[src/rtl/wb_pkg.sv]
// Shared definitions for the writeback-end register file: default widths,
// result-select encodings and the clear/run sequencer states.
package wb_pkg;

  // Default data/address width and register index width.
  localparam int M_DEF = 32;
  localparam int N_DEF = 5;

  // Result-select encodings presented on resultSrcW.
  localparam logic [1:0] RES_ALU  = 2'b00;
  localparam logic [1:0] RES_MEM  = 2'b01;
  localparam logic [1:0] RES_PC4  = 2'b10;
  localparam logic [1:0] RES_NONE = 2'b11;

  // Sequencer states: CLEAR zeroes one entry per edge, RUN serves the pipeline.
  typedef enum logic {
    CLEAR = 1'b0,
    RUN   = 1'b1
  } wb_state_t;

  // True when the select code produces a value that may be committed.
  function automatic logic res_writes(input logic [1:0] sel);
    return sel != RES_NONE;
  endfunction

endpackage

[src/rtl/wb_result_mux.sv]
// Combinational writeback result selector. Also instantiated by the EX
// forwarding path, so it carries no state and no enable logic.
module wb_result_mux
  import wb_pkg::*;
#(
  parameter int M = M_DEF
) (
  input  logic [1:0]   i_sel,
  input  logic [M-1:0] i_alu,
  input  logic [M-1:0] i_mem,
  input  logic [M-1:0] i_pc4,
  output logic [M-1:0] o_result
);

  // Pick the writeback source; the reserved code yields zero.
  always_comb begin
    // NOTE: o_result is assigned before the case so no path leaves it
    // unassigned; otherwise synthesis would infer a latch.
    o_result = '0;
    case (i_sel)
      RES_ALU: o_result = i_alu;
      RES_MEM: o_result = i_mem;
      RES_PC4: o_result = i_pc4;
      default: o_result = '0;
    endcase
  end

endmodule

[src/rtl/wb_regfile.sv]
// Writeback-end register file: selects the WB result, commits it to a
// 2^N x M flop array, serves two combinational read ports with same-cycle
// write-through bypass, and zeroes the whole array after reset using an
// internal sequencer while holding busy high.
module wb_regfile
  import wb_pkg::*;
#(
  parameter int M = M_DEF,
  parameter int N = N_DEF
) (
  input  logic         CLK,
  input  logic         RSTn,
  input  logic [M-1:0] RDW,
  input  logic [M-1:0] ALUW,
  input  logic [N-1:0] writeRW,
  input  logic [M-1:0] pcPlusW,
  input  logic         regWriteW,
  input  logic [1:0]   resultSrcW,
  input  logic [N-1:0] RA1,
  input  logic [N-1:0] RA2,
  output logic [M-1:0] RD1,
  output logic [M-1:0] RD2,
  output logic [M-1:0] resultW,
  output logic         busy
);

  localparam int DEPTH = 1 << N;

  wb_state_t      r_state;
  logic [N-1:0]   r_ptr;
  logic           r_busy;
  logic [M-1:0]   r_regs [DEPTH];

  logic [M-1:0]   w_result;
  logic           w_run;
  logic           w_commit;
  logic           w_mem_we;
  logic [N-1:0]   w_mem_addr;
  logic [M-1:0]   w_mem_data;

  wb_result_mux #(.M(M)) u_result_mux (
    .i_sel    (resultSrcW),
    .i_alu    (ALUW),
    .i_mem    (RDW),
    .i_pc4    (pcPlusW),
    .o_result (w_result)
  );

  assign resultW = w_result;
  assign busy    = r_busy;
  assign w_run   = (r_state == RUN);

  // A commit needs RUN, an enabled write, a non-zero target and a real source.
  assign w_commit = w_run && regWriteW && (writeRW != '0) && res_writes(resultSrcW);

  // Storage port: the sequencer owns it in CLEAR, the WB stage in RUN.
  always_comb begin
    w_mem_we   = 1'b0;
    w_mem_addr = writeRW;
    w_mem_data = w_result;
    if (!w_run) begin
      w_mem_we   = 1'b1;
      w_mem_addr = r_ptr;
      w_mem_data = '0;
    end else if (w_commit) begin
      w_mem_we   = 1'b1;
    end
  end

  // Clear/run sequencer; reset restarts the clear from entry 0 in any state.
  always_ff @(posedge CLK) begin
    // NOTE: state registers use non-blocking assignments so every flop
    // samples pre-edge values regardless of statement order.
    if (!RSTn) begin
      r_state <= CLEAR;
      r_ptr   <= '0;
      r_busy  <= 1'b1;
    end else begin
      case (r_state)
        CLEAR: begin
          r_ptr <= r_ptr + 1'b1;
          if (r_ptr == '1) begin
            r_state <= RUN;
            r_busy  <= 1'b0;
          end
        end
        RUN: begin
          r_ptr  <= r_ptr;
          r_busy <= 1'b0;
        end
        default: begin
          r_state <= CLEAR;
          r_ptr   <= '0;
          r_busy  <= 1'b1;
        end
      endcase
    end
  end

  // Register array write; one entry per edge, held off while reset is low.
  always_ff @(posedge CLK) begin
    // NOTE: the array has no reset branch; the sequencer zeroes it entry by
    // entry, which keeps it a plain enable-write flop array.
    if (RSTn && w_mem_we) begin
      r_regs[w_mem_addr] <= w_mem_data;
    end
  end

  // Read port 1: zero in CLEAR or for x0, bypass on a matching commit.
  always_comb begin
    RD1 = '0;
    if (w_run && (RA1 != '0)) begin
      if (w_commit && (writeRW == RA1)) RD1 = w_result;
      else                              RD1 = r_regs[RA1];
    end
  end

  // Read port 2: same rules as port 1.
  always_comb begin
    RD2 = '0;
    if (w_run && (RA2 != '0)) begin
      if (w_commit && (writeRW == RA2)) RD2 = w_result;
      else                              RD2 = r_regs[RA2];
    end
  end

endmodule

[config.mk]
export PLATFORM = sky130hd
export DESIGN_NAME = wb_regfile
export DESIGN_NICKNAME = d
export VERILOG_FILES = /design/src/rtl/wb_pkg.sv /design/src/rtl/wb_result_mux.sv /design/src/rtl/wb_regfile.sv
export SDC_FILE = /design/constraint.sdc
export NUM_CORES = 1
export LEC_CHECK = 0
export CAP_MARGIN = 10
export CORE_MARGIN = 5
export CORE_UTILIZATION = 40
export DETAILED_ROUTE_END_ITERATION = 16
export PLACE_DENSITY = 0.7
export SLEW_MARGIN = 20
export SYNTH_ARGS = -nofsm -noshare
export SYNTH_HDL_FRONTEND = slang
export SYNTH_SLANG_ARGS = --single-unit
[constraint.sdc]
create_clock -name CLK -period 3.8 [get_ports CLK]
set_input_delay 0.76 -clock CLK [delete_from_list [all_inputs] [get_ports CLK]]
set_output_delay 0.76 -clock CLK [all_outputs]
set_load 0.03 [all_outputs]
## After elaboration in Yosys (flattened, before gate mapping)

Memories as Yosys holds them, arrays and structs flattened.
Index checks and enable logic that the tools add are counted.

| storage, ports and cells | value |
|---|---|
| bits in registers | 7 |
| memory bits (writable) | 1024 |
| input bits | 116 |
| output and inout bits | 97 |
| logic and storage cells | 41 |
| memories | 1 |

Memory list:

| name | depth | bits a word | read ports | clocked after memory_dff | wr ports | RTL line | source |
|---|---|---|---|---|---|---|---|
| r_regs | 32 | 32 | 2 | 0 | 1 | wb_regfile.sv:32 | `logic [M-1:0] r_regs [DEPTH];` |

| operators by class | value |
|---|---|
| add/subtract/negate cells | 1 |
| equal/unequal tests | 7 |
| mux-type cells | 16 |
| bitwise logic cells | 1 |
| reductions and logical operators | 12 |

Operator list:

| operator | count |
|---|---|
| 32-bit 2-to-1 mux | 5 |
| 32-bit one-hot mux with 3 select lines | 1 |
| 5-bit nonzero test | 3 |
| 5-bit == test | 2 |
| 5-bit 2-to-1 mux | 2 |
| 1-bit logical AND | 8 |
| 1-bit 2-to-1 mux | 7 |
| 5-bit by 1-bit adder with 5-bit output, second input constant | 1 |
| 5-bit == test, second input constant | 1 |
| 2-bit inequality test, second input constant | 2 |
| 2-bit by 1-bit == test with 1-bit output, second input constant | 1 |
| 2-bit == test, second input constant | 1 |
| 2-bit zero test | 1 |
| 1-bit one-hot mux with 2 select lines | 1 |
| 1-bit NOT | 1 |

## Logic depth before layout (Yosys ltp)

| logic depth | value |
|---|---|
| depth in word-level cells | 8 |
| gate-level depth with buffers | 9 |
| depth with buffers taken out | 5 |

## Cells and area by module

Synthesis repeated with hierarchy kept, for this count alone.

| unflattened totals | value |
|---|---|
| cell total of the unflattened synthesis | 2800 |
| area, all modules | 50606.0 um^2 |

Modules (own cells, without submodules):

| module | instances | cells each | area each (um^2) | seq. area each (um^2) |
|---|---|---|---|---|
| wb_regfile | 1 | 2723 | 49819.0 | 30889.6 |
| wb_result_mux | 1 | 77 | 787.0 | 0.0 |

## Least setup slack after synthesis

OpenSTA, ideal clock, no wires.

| timing path | value |
|---|---|
| path kind | input to register |
| start point | in resultSrcW[0] |
| end point | mem r_regs[27][0] (netlist name), enable pin |
| library setup time | 421 ps |
| arrival time | 3296 ps |
| data required time | 3379 ps |
| setup slack | 83 ps |
| stages | 6 |
| buffers on the path | 2 |
| path through | clkbuf_1 > a21boi_2 > a31oi_1 > or3b_2 > clkbuf_1 > nor2_1 |

| on the way | value |
|---|---|
| word-level cells in the longest chain between the ends | 7 |

RTL lines:

| element | RTL line | source |
|---|---|---|
| from (decl) | wb_regfile.sv:18 | `input logic [1:0] resultSrcW,` |
| 2-bit inequality test | wb_pkg.sv:23 | `return sel != RES_NONE;` |
| 1-bit logical AND | wb_regfile.sv:54 | `assign w_commit = w_run && regWriteW && (writeRW != '0) && res_writes(resultSrcW);` |
| 1-bit 2-to-1 mux | wb_regfile.sv:65 | `end else if (w_commit) begin` |
| 1-bit 2-to-1 mux | wb_regfile.sv:61 | `if (!w_run) begin` |
| 1-bit logical AND | wb_regfile.sv:104 | `if (RSTn && w_mem_we) begin` |
| 1-bit 2-to-1 mux | wb_regfile.sv:104 |  |
| 1-bit 2-to-1 mux (not written as such) | wb_regfile.sv:105 | `r_regs[w_mem_addr] <= w_mem_data;` |
| to (decl) | wb_regfile.sv:32 |  |

No other way between the ends.

## Final worst setup path

| timing path | value |
|---|---|
| start point | in RA2[3] |
| end point | out RD2[13] |

| on the way | value |
|---|---|
| word-level cells in the longest chain between the ends | 4 |
| elaborated cells between the ends (all ways) | 7 |
| those cells by class | eq/ne: 1; mux: 2; reduce/logical: 3; memory: 1 |

RTL lines:

| element | RTL line | source |
|---|---|---|
| from (decl) | wb_regfile.sv:20 | `input logic [N-1:0] RA2,` |
| branches (longest 3 deep; another with memory 32 x 32 bit) | - |  |
| 32-bit 2-to-1 mux (*) | wb_regfile.sv:121 | `if (w_run && (RA2 != '0)) begin` |
| to (decl) | wb_regfile.sv:22 | `output logic [M-1:0] RD2,` |

Every way passes the cells marked *.

==> results list <==
- The flow ran to the end, and the final reports show no timing, DRC or antenna violations.
- The pre-antenna-repair detailed-routing pass consisted of 5 iterations.
- The routed design uses 20,900 um of met3 wire.
- The final count of pins violating max slew is 0.
- Final-layout fill cell count: 9,780
- Crit. End Element: output port
* Biggest cell delay along the critical path: 0.54 ns
- Of all nets on the critical path, the largest fanout is 32.
- The Yosys step of the flow raised 0 warnings.
* Setup repair after global routing missed its margin: yes
* Top Ports: about 210
- In the final design database the tool counted 3,297 nets.
* Total DRC errors in the routed layout: 0
* Clock network fraction of design power: 40.4%
- The first global-routing pass estimated between 200,000 and 250,000 um of wire.
- In the final routing, the length of wire on met1 measures 57,500 um.
* Clock Skew: 0.0240 ns
* Initial core utilization: between 40% and 50%
- For this design the ratio of total power to cell area is roughly 410 mW/mm2.
- In this run, synthesis produced a sequential element count of slightly above 1,000.
* Launching element of the worst setup path: RA2[3]
- For the worst setup path, the data required time is 3.04 ns.
- Of the total power, the share spent switching nets is a little under a quarter.
* Share of synthesized area occupied by flip-flops and latches: 63.2%
* Kind of start point of the critical path: input port
* Placed insts: 4,688
- After layout, the worst path uses 99.1% of the clock period.
* Count of nets left with antenna violations after detail routing: 0
- Leftover overflow at the end of global routing: 0
- Maximum number of pins on one net before global-route repair: 64
- In this run the clock root is driven by a sky130_fd_sc_hd__clkbuf_16.
- Setup violations remaining at the end of the flow were counted as 0.
- Internal Pwr Total: 0.0188 W
- Average vias per placed instance: 6.56
* Hold Path Class: reg2reg
* Critical Path, Cell by Cell: clkdlybuf4s50_1 > xnor2_1 > nand3_1 > buf_4 > o31ai_4 > buf_12 > a21oi_1 > a211o_1 > buf_4
- Die Width: 360 um
* Avg WL per Cell: 33.1 um
* Routed length on met2: 73,100 um
- Die area: 0.129 mm2
- Leaving out fill and tap cells, the most frequent cell in the layout is sky130_fd_sc_hd__edfxtp_1.
- In this run, the combinational gates consume under 10% of the power.
- Shortest clock period the worst path allows after layout: 3.76 ns
- The initial antenna violation count came to 5.
- Grouping stages by cell kind, the critical path spends the most delay in buffers and inverters.
- Worst path bufs/invs: 4
- The mapped netlist covers 0.0489 mm2.
- In this run, the number of DRC markers left after iteration 0 of detailed routing was 4,647.
* Critical register-to-register path startpoint: r_state
- Wires add up to 162,000 um.
- TritonCTS built the clock tree.
* Final cell count without fillers: 4,889
- Clock latency at the later pin of the worst-skew pair: 0.71 ns
- Least-Margin Pin Slew: 1.24 ns
- Relative contribution of sequential cells to total power: 50.9%
- CTS max path bufs: 3
- The post-route netlist has 32.0% of its cells at a drive strength greater than 1.
- In the final layout, flip-flops and latches occupy 0.0309 mm2.
* Commonest non-fill, non-tap cells in the layout: 1,024 x sky130_fd_sc_hd__edfxtp_1, 384 x sky130_fd_sc_hd__mux4_2, 295 x sky130_fd_sc_hd__buf_4
- Arrival time of the worst setup path: 3.00 ns
- The final count of hold timing violations is 0.
- The average instance in the mapped netlist occupies 17.8 um2.
- CTS H-tree lvls: 3
- Slew margin rel.: 17.1%
- The number of nets in the synthesized netlist is 2,871.
- Critical path class: in2out
- IR analysis of the VDD net gives a maximum drop of 371 uV.
- Reported leakage power: slightly below 20 nW
- Cell count after synthesis: 2,753
* Cell with the largest stage delay on the worst path: sky130_fd_sc_hd__clkdlybuf4s50_1
- The netlist uses 38 different library cells.
* Layout Area Growth over Synthesis: 22.2%
* Area of the multi-input gates: between 0.015 and 0.02 mm2
- After clock tree synthesis, the clock-pin slew on the worst setup and hold paths is around 0.06 ns.
* Global-route usage over all layers: 24.3%
- Worst hold path startpoint: busy
- Buffers placed on the I/O ports in this run total 212.
- The detailed router used layers up to and including met5.
* Net switching power figure: 0.00558 W
- Number of global-route vias before repair: 31,983
- Power Total: 0.0244 W
* Core box area: 0.122 mm2
- Summing over every cut layer, the via total after detailed routing is approximately 32,000.
* Final weighted congestion of routability-driven global placement: around 0.9
* Post-CTS Hold Buffers: 0
- Placed wire-length estimate after detailed placement: 106,000 um
* Number of buffers inserted during clock tree synthesis: around 110
- The tool flagged a number of max-cap violations equal to 0.
- Based on the critical path, the design can be clocked at up to 266 MHz.
- For this design, the sink count on the clock tree is between 1,000 and 1,500.
* Chip height: 360 um
* Number of core rows: 128
* Cell occurring most often along the worst timing path: sky130_fd_sc_hd__buf_4
-- what timing repair did --
action	CTS	global route
resized for setup	24	2
pin swaps	7	1
setup endpoints to repair	64	23
setup buffers	7	0
cloned	1	0
-- path summary, 6_finish.rpt --
| kind | to | cells after the start | slack [ns] |
|---|---|---|---|
| max | RD2[13] | 9 | 0.04 |
| min | busy | 2 | 0.48 |
| min reg2reg | busy | 2 | 0.48 |
| max reg2reg | r_regs[28][22] | 6 | 0.52 |
-- cell families after synthesis --
group           share of synthesized area, %
buf+inv                                 2.21
mux                                     23.7
flops                                   63.2
compound gates                          9.29
xor+xnor                               0.215
simple gates                            1.38
fa+ha+maj                             0.0512
-- per-stage QoR --
step | util [%] | instance area (um2) | hold WS (ns) | TNS, ns | setup WS [ns]
floorplan | - | 48900 | 0.507 | 0 | 0.0832
global placement | 46.3 | 56300 | 0.464 | -6.95 | -0.145
detailed placement | 46.3 | 56300 | 0.461 | -8.02 | -0.153
CTS | 49.1 | 59700 | 0.477 | 0 | 0.0189
global route | 49.2 | 59800 | 0.528 | -0.0266 | -0.0226
finish | 49.2 | 59800 | 0.478 | 0 | 0.0354
-- state kept, by name, summed over array words and instances, names as in the netlist --
signal,flops
r_regs,1024
r_ptr,5
busy,1
r_state,1
-- Yosys cell counts, drive strengths merged --
library cell | number | area share (%)
a211o | 64 | 1.1
a21boi | 1 | 0.023
a21oi | 152 | 1.6
a221oi | 128 | 2.3
a22o | 1 | 0.018
a22oi | 192 | 2.9
a31oi | 1 | 0.013
and2 | 13 | 0.17
and3 | 1 | 0.013
buf | 99 | 0.99
clkbuf | 132 | 1.0
dfxtp | 7 | 0.29
edfxtp | 1024 | 63
ha | 2 | 0.051
inv | 27 | 0.21
mux2 | 1 | 0.023
mux2i | 292 | 6.0
mux4 | 384 | 18
nand2 | 23 | 0.18
nand2b | 2 | 0.026
nand3 | 5 | 0.051
nand3b | 3 | 0.046
nor2 | 86 | 0.66
nor2b | 9 | 0.12
nor3 | 2 | 0.020
nor3b | 3 | 0.046
nor4 | 2 | 0.026
o211ai | 1 | 0.043
o21a | 1 | 0.015
o21ai | 12 | 0.12
o21bai | 64 | 0.98
o22ai | 1 | 0.013
o311ai | 2 | 0.067
o31ai | 2 | 0.051
or3b | 1 | 0.018
or4 | 1 | 0.015
xnor2 | 12 | 0.21
-- power by group through the flow --
stage                     Combinational [W]  Clock, W  Sequential [W]
after floorplan                     0.00105         0          0.0127
after global placement              0.00209         0          0.0127
after detailed placement            0.00208         0          0.0127
after CTS                           0.00209   0.00996          0.0124
after global routing                0.00218    0.0105          0.0124
final                               0.00212   0.00987          0.0124
-- worst register-to-register path, cell delays in order (launching register included) --
cell	delay [ns]
sky130_fd_sc_hd__dfxtp_2	0.33
sky130_fd_sc_hd__buf_4	0.39
sky130_fd_sc_hd__mux2i_1	0.61
sky130_fd_sc_hd__nand3_1	0.15
sky130_fd_sc_hd__buf_4	0.24
sky130_fd_sc_hd__nor2_4	0.94
sky130_fd_sc_hd__buf_4	0.32
-- cell type report --
cell class | instances | share of cell area (%)
Antenna cell | 3 | 0.0126
Clock inverter | 58 | 0.764
Multi-Input combinational cell | 1464 | 29.1
Sequential cell | 1031 | 51.7
Timing Repair Buffer | 550 | 10.2
Clock buffer | 131 | 4.67
Tap cell | 1625 | 3.40
Inverter | 27 | 0.170
-- layer usage --
metal  vias to the layer above  global-route usage (%)
met5                         -                       0
met4                         2                    12.7
met3                       476                    7.04
met2                      2525                    37.2
met1                     16347                    31.6
li1                      12702                       -
No activity file was read; power rests on OpenSTA's default activity.
